--- config.mk ---
export PLATFORM = sky130hd
export DESIGN_NAME = prco_fetch
export DESIGN_NICKNAME = d
export VERILOG_FILES = /design/src/rtl/prco_fetch_pkg.sv /design/src/rtl/prco_fetch_buf.sv /design/src/rtl/prco_fetch.sv
export SDC_FILE = /design/constraint.sdc
export NUM_CORES = 1
export LEC_CHECK = 0
export CORE_UTILIZATION = 40
export CTS_CLUSTER_DIAMETER = 40
export DETAILED_ROUTE_END_ITERATION = 10
export PLACE_DENSITY = 0.69
export SYNTH_ARGS = -nofsm -noshare
export SYNTH_HDL_FRONTEND = slang
export SYNTH_SLANG_ARGS = --single-unit
export TNS_END_PERCENT = 100
--- constraint.sdc ---
create_clock -name i_clk -period 4.13 [get_ports i_clk]
set_clock_uncertainty 0.05 [all_clocks]
set_input_delay 0.6195 -clock i_clk [delete_from_list [all_inputs] [get_ports i_clk]]
set_output_delay 0.6195 -clock i_clk [all_outputs]
set_load 0.05 [all_outputs]
--- src/rtl/prco_fetch_pkg.sv ---
// Shared definitions for the PRCO instruction fetch unit: FSM state encoding and the NOP word.
package prco_fetch_pkg;

  typedef enum logic [2:0] {
    StIdle  = 3'd0,
    StReq   = 3'd1,
    StWait  = 3'd2,
    StIssue = 3'd3,
    StHold  = 3'd4
  } fetch_state_e;

  // Word presented on q_instr before anything has been issued.
  localparam logic [15:0] NopWord = 16'h0000;

endpackage

--- src/rtl/prco_fetch_buf.sv ---
// One-entry prefetch buffer: holds a fetched word and its address until consumed or invalidated.
// Only instantiated when PRCO_FETCH_PREFETCH_EN is defined.
module prco_fetch_buf #(
  parameter int unsigned ADDR_W  = 8,
  parameter int unsigned INSTR_W = 16
) (
  input  logic               clk_i,
  input  logic               rst_ni,
  input  logic               load_i,
  input  logic               inv_i,
  input  logic [INSTR_W-1:0] data_i,
  input  logic [ADDR_W-1:0]  addr_i,
  output logic               valid_o,
  output logic [INSTR_W-1:0] data_o,
  output logic [ADDR_W-1:0]  addr_o
);

  logic               valid_q;
  logic [INSTR_W-1:0] data_q;
  logic [ADDR_W-1:0]  addr_q;

  // Invalidate takes priority so a jump can never leave a stale word behind.
  always_ff @(posedge clk_i or negedge rst_ni) begin
    if (!rst_ni) begin
      valid_q <= 1'b0;
      data_q  <= '0;
      addr_q  <= '0;
    end else if (inv_i) begin
      valid_q <= 1'b0;
    end else if (load_i) begin
      valid_q <= 1'b1;
      data_q  <= data_i;
      addr_q  <= addr_i;
    end
  end

  assign valid_o = valid_q;
  assign data_o  = data_q;
  assign addr_o  = addr_q;

endmodule

--- src/rtl/prco_fetch.sv ---
// PRCO instruction fetch unit: owns the PC, reads instruction memory and issues each word to the
// decoder with a one-cycle q_ce pulse. Optional one-entry prefetch buffer enabled by defining
// PRCO_FETCH_PREFETCH_EN; the default build fetches strictly once per i_fetch.
module prco_fetch
  import prco_fetch_pkg::*;
#(
  parameter int unsigned     ADDR_W   = 8,
  parameter int unsigned     INSTR_W  = 16,
  parameter logic [ADDR_W-1:0] RESET_PC = '0
) (
  input  logic               i_clk,
  input  logic               i_reset,
  input  logic               i_en,
  input  logic               i_fetch,
  input  logic               i_jmp_en,
  input  logic [ADDR_W-1:0]  i_jmp_addr,
  output logic [ADDR_W-1:0]  q_mem_addr,
  output logic               q_mem_re,
  input  logic [INSTR_W-1:0] i_mem_data,
  input  logic               i_mem_valid,
  output logic [INSTR_W-1:0] q_instr,
  output logic               q_ce,
  output logic [ADDR_W-1:0]  q_pc,
  output logic               q_busy
);

  fetch_state_e      state_q;
  logic [ADDR_W-1:0] pc_q;
  // Set when the outstanding read belongs to a redirected stream and must be dropped.
  logic              flush_q;
  logic [ADDR_W-1:0] jmp_or_pc;
  logic [ADDR_W-1:0] jmp_or_inc;

  assign jmp_or_pc  = i_jmp_en ? i_jmp_addr : pc_q;
  assign jmp_or_inc = i_jmp_en ? i_jmp_addr : pc_q + ADDR_W'(1);

`ifdef PRCO_FETCH_PREFETCH_EN
  logic               pf_pend_q;
  logic               buf_load;
  logic               buf_inv;
  logic               buf_valid;
  logic [INSTR_W-1:0] buf_data;
  logic [ADDR_W-1:0]  buf_addr;

  // A prefetch response lands in the buffer unless it is consumed directly or flushed.
  always_comb begin
    buf_load = 1'b0;
    buf_inv  = 1'b0;
    if (state_q == StHold) begin
      buf_load = pf_pend_q && i_mem_valid && !i_jmp_en && !(i_fetch && i_en);
      buf_inv  = i_jmp_en || (i_fetch && i_en) || (!i_en && !pf_pend_q);
    end
  end

  prco_fetch_buf #(
    .ADDR_W  (ADDR_W),
    .INSTR_W (INSTR_W)
  ) u_buf (
    .clk_i   (i_clk),
    .rst_ni  (i_reset),
    .load_i  (buf_load),
    .inv_i   (buf_inv),
    .data_i  (i_mem_data),
    .addr_i  (pc_q),
    .valid_o (buf_valid),
    .data_o  (buf_data),
    .addr_o  (buf_addr)
  );
`endif

  // Fetch FSM; every output is registered and set on the transition into the state that owns it.
  always_ff @(posedge i_clk or negedge i_reset) begin
    if (!i_reset) begin
      state_q    <= StIdle;
      pc_q       <= RESET_PC;
      flush_q    <= 1'b0;
      q_pc       <= RESET_PC;
      q_instr    <= INSTR_W'(NopWord);
      q_ce       <= 1'b0;
      q_mem_re   <= 1'b0;
      q_mem_addr <= '0;
      q_busy     <= 1'b0;
`ifdef PRCO_FETCH_PREFETCH_EN
      pf_pend_q  <= 1'b0;
`endif
    end else begin
      q_ce     <= 1'b0;
      q_mem_re <= 1'b0;
      unique case (state_q)
        StIdle: begin
          if (i_en) begin
            state_q    <= StReq;
            q_mem_re   <= 1'b1;
            q_mem_addr <= pc_q;
            q_busy     <= 1'b1;
          end
        end
        StReq: begin
          state_q <= StWait;
          if (i_jmp_en) begin
            pc_q    <= i_jmp_addr;
            flush_q <= 1'b1;
          end
        end
        StWait: begin
          if (i_mem_valid) begin
            if (flush_q || i_jmp_en) begin
              // Stale response: drop it and refetch from the redirected pc.
              flush_q    <= 1'b0;
              pc_q       <= jmp_or_pc;
              state_q    <= StReq;
              q_mem_re   <= 1'b1;
              q_mem_addr <= jmp_or_pc;
            end else begin
              state_q <= StIssue;
              q_instr <= i_mem_data;
              q_pc    <= pc_q;
              q_ce    <= 1'b1;
              q_busy  <= 1'b0;
            end
          end else if (i_jmp_en) begin
            pc_q    <= i_jmp_addr;
            flush_q <= 1'b1;
          end
        end
        StIssue: begin
          // A jump here still lets the current word out but overrides the increment.
          pc_q    <= jmp_or_inc;
          state_q <= StHold;
`ifdef PRCO_FETCH_PREFETCH_EN
          if (i_en) begin
            q_mem_re   <= 1'b1;
            q_mem_addr <= jmp_or_inc;
            q_busy     <= 1'b1;
            pf_pend_q  <= 1'b1;
          end
`endif
        end
        StHold: begin
`ifdef PRCO_FETCH_PREFETCH_EN
          if (i_jmp_en) begin
            pc_q      <= i_jmp_addr;
            pf_pend_q <= 1'b0;
            if (pf_pend_q && !i_mem_valid) begin
              // Prefetch still in flight: let it drain through WAIT and discard it there.
              flush_q <= 1'b1;
              state_q <= StWait;
            end else begin
              state_q    <= StReq;
              q_mem_re   <= 1'b1;
              q_mem_addr <= i_jmp_addr;
              q_busy     <= 1'b1;
            end
          end else if (i_fetch && i_en) begin
            if (buf_valid) begin
              state_q <= StIssue;
              q_instr <= buf_data;
              q_pc    <= buf_addr;
              q_ce    <= 1'b1;
              q_busy  <= 1'b0;
            end else if (pf_pend_q && i_mem_valid) begin
              pf_pend_q <= 1'b0;
              state_q   <= StIssue;
              q_instr   <= i_mem_data;
              q_pc      <= pc_q;
              q_ce      <= 1'b1;
              q_busy    <= 1'b0;
            end else if (pf_pend_q) begin
              pf_pend_q <= 1'b0;
              state_q   <= StWait;
            end else begin
              state_q    <= StReq;
              q_mem_re   <= 1'b1;
              q_mem_addr <= pc_q;
              q_busy     <= 1'b1;
            end
          end else if (pf_pend_q) begin
            if (i_mem_valid) begin
              pf_pend_q <= 1'b0;
              q_busy    <= 1'b0;
            end
          end else if (!i_en) begin
            state_q <= StIdle;
          end
`else
          if (i_jmp_en) begin
            pc_q       <= i_jmp_addr;
            state_q    <= StReq;
            q_mem_re   <= 1'b1;
            q_mem_addr <= i_jmp_addr;
            q_busy     <= 1'b1;
          end else if (i_fetch && i_en) begin
            state_q    <= StReq;
            q_mem_re   <= 1'b1;
            q_mem_addr <= pc_q;
            q_busy     <= 1'b1;
          end else if (!i_en) begin
            state_q <= StIdle;
          end
`endif
        end
        default: state_q <= StIdle;
      endcase
    end
  end

endmodule

==> reports/qor.yml <==
synthSimpleGateAreaFrac: 0.0985
cts_repair_resize_count: 0
end_of_flow_core_utilization: 0.575
nets: 272
clk_pin_slew_ns: 0.08
run_status: "finished, final reports clean"
grt_busiest_layer: "met2"
clock_sink_count: 47
first_pass_grt_wire_length_mm: 7.76
final_layout_size_suffix_gt1_frac: 0.224
worst_path_max_delay_cell: "clkdlybuf4s50_1"
compound_gate_portion_of_the_synthesized_area: 0.118
met1_track_demand_over_resource_in_global_routing: 0.211
wire_per_inst_um: 14.5
grt_start_max_net_pins: 48
critical_path.endpoint_type: "register"
areaGrowthSynthToFinish_pct: 34.7
r2r_slack_ns: 2.12
rsz0062_at_grt: "false"
post_drt_via_cell_ratio: 5.23
count_leader_synth: "dfrtp_1"
setup_viol: 0
syn-mean-instance-area_sq_um: 12.6
floorplan.core_area_sq_um: 5240
port-buffer-count: 64
clock_tree.buffer_depth: 2
gr-total-overflow: 0
setup_total_negative_slack_ns: 0
required_ns: 4.26
ys_warns: 0
io_pins: 65
gr-usage-met3: 0.0786
cts-buffers-inserted: 5
dr.first_iter.drc_count: 63
reg2reg_from: "state_q[1]"
number_of_global_route_vias_before_repair: 1646
die-height_um: 76.8
postCtsHoldBufs: 0
cell_area_after_placement_sq_um: 2910
clock_latency_ns: 0.30
cts_setup_buffers: 0
antenna_violating_nets_remaining: 0
synth_largest_area_cell: "dfrtp_1"
synth_common_cells: "dfrtp_1 (47), mux2_2 (36), o21ai_0 (9), a21oi_1 (8), inv_1 (6)"
post_synth_instance_area_sq_um: 2240
sequential_cell_area_fraction_in_the_yosys_report: 0.526
final_period_minus_worst_setup_slack_ns: 2.60
synth_largest_type_area_fraction: 0.526
muxShareOfSynthArea: 0.196
dp.final_hpwl_mm: 3.12
crit-reg2reg-capture: "q_mem_addr[3]"
critical_path.max_stage_delay_ns: 0.76
instances_no_fill: 311
ys_top_cells_by_area: "dfrtp_1 (53%), mux2_2 (18%), o21ai_0 (2.0%), a21oi_1 (1.8%), buf_4 (1.3%)"
synth-edff-count: 0
depth_of_the_worst_register_to_register_path: 4
holdCritStartpoint: "q_pc[5]"
grtUsageMet2: 0.247
min_delay_path_depth: 2
postSynthRegisterBits: 47
critical_path_peak_fanout: 13
initial_util: 0.427
detail_route.drc_violations: 0
synth_xor_area_frac: 0.0157
yosysUniqueCellTypes: 49
fin_crit_sh: 0.628
worst-slew-pin-transition_ns: 1.04
place.detailed.instances: 304
min_path_type: "register to register"
drv_slew: 0
die_area_sq_um: 5890
routed_wirelength_mm: 4.50
diodes: 0
synth_top_family_by_area: "multiplexers"
crit_path_cell_trace: "clkdlybuf4s50_1 > inv_2 > nor3_4 > mux2_2 > mux2_1"
tritoncts: "done"
track_usage: 0.168
post-route-cell-area_sq_um: 3010
dieWidth_um: 76.8
synthesized_net_count: 209
timing_worst_setup_path_type: "input port to register"
vias: 1625
startpoint_type: "input port"
power-per-cell-area_nw_per_um2: 903
static-leakage-power_nw: 1.27
clock-root-buffer: "clkbuf_8"
gp_routability_congestion: 0.778
holdPathEnd: "q_pc[5]"
postSynth.asyncResetShare: 1.00
peakVddDrop_mv: 0.490
initial_drt_pass_iterations: 4
synth_fa_ha_area_frac: 0.00560
achievable-frequency_mhz: 385
antenna_found_initial: 0
hold_violations: 0
timing.critical_path.arrival_ns: 2.73
max_slew_margin: 0.304
cap_viol_max_count: 0
synth-main-ff-cell: "dfrtp_1"
cts-htree-levels: 2
rows: 26
postSynthCellCount: 178
-- how the worst max path moves through the flow --
| stage | cells past startpoint | start | endpoint | slack [ns] |
|---|---|---|---|---|
| 2_1_floorplan | 4 | i_jmp_en | q_mem_addr[3] | 2.31 |
| 3_3_place_gp | 5 | i_jmp_en | q_mem_addr[7] | 1.26 |
| 3_5_place_dp | 5 | i_jmp_en | q_mem_addr[3] | 1.23 |
| 4_1_cts | 5 | i_jmp_en | q_mem_addr[3] | 1.55 |
| 5_1_grt | 5 | i_jmp_en | q_mem_addr[3] | 1.47 |
| 6_report | 5 | i_jmp_en | q_mem_addr[3] | 1.53 |
-- per-layer routing --
layer	part of all wire	vias to the layer above	wire (um)
met5	0	-	0
met4	0.016	0	74
met3	0.099	6	443
met2	0.44	55	1960
met1	0.45	790	2020
li1	-	774	-
-- logic make-up after synthesis --
family          after synthesis
compound gates               37
xor+xnor                      4
fa+ha+maj                     1
buf+inv                      17
flops                        47
mux                          39
simple gates                 33
-- report_power, final --
part / internal, mW / switching [mW] / leakage (nW) / total [mW]
Clock: 0.177 / 0.148 / 0.0513 / 0.326
Combinational: 0.627 / 0.897 / 0.648 / 1.52
Sequential: 0.681 / 0.189 / 0.573 / 0.869
-- state kept, by name (all words and copies together), names as in the netlist --
signal      count
q_instr        16
pc_q            8
q_mem_addr      8
q_pc            8
state_q         3
flush_q         1
q_busy          1
q_ce            1
q_mem_re        1
-- per-stage QoR --
| stage | setup WS, ns | hold slack [ns] | power (mW) |
|---|---|---|---|
| floorplan | 2.31 | 0.274 | 1.94 |
| global placement | 1.26 | 0.421 | 2.40 |
| detailed placement | 1.23 | 0.425 | 2.41 |
| CTS | 1.55 | 0.445 | 2.75 |
| global route | 1.47 | 0.468 | 2.88 |
| finish | 1.53 | 0.441 | 2.72 |
-- critical path, delay by kind of cell --
kind,cells,cell delay [ns]
buf+inv,2,0.95
simple gates,1,0.48
mux,2,0.67
-- placed cells by master, fill, tap and decap left out, types with 2 or more instances in the layout --
cell type | netlist | layout
o221a_2 | 2 | 2
a21oi_1 | 8 | 8
nand3b_1 | 2 | 2
buf_4 | 4 | 2
and3_1 | 2 | 2
nand2_1 | 5 | 5
inv_1 | 6 | 6
o21ai_0 | 9 | 9
mux2_2 | 36 | 36
and3b_1 | 2 | 2
nor2_1 | 4 | 4
nand4_1 | 3 | 3
dfrtp_1 | 47 | 47
clkdlybuf4s50_1 | 0 | 63
a2bb2oi_1 | 2 | 2
o21a_1 | 3 | 3
mux2_1 | 2 | 2
xnor2_1 | 3 | 3
clkbuf_8 | 0 | 5
nor3_1 | 2 | 2
a31oi_1 | 3 | 3
-- cell type report --
cell class	count	area, sq um
sequential	47	1180
clock inverter	1	30.0
tap	70	87.6
timing repair buffer	66	651
multi-input combinational	114	968
inverter	7	26.3
fill	471	2230
clock buffer	6	72.6
No activity file was read; power rests on OpenSTA's default activity.
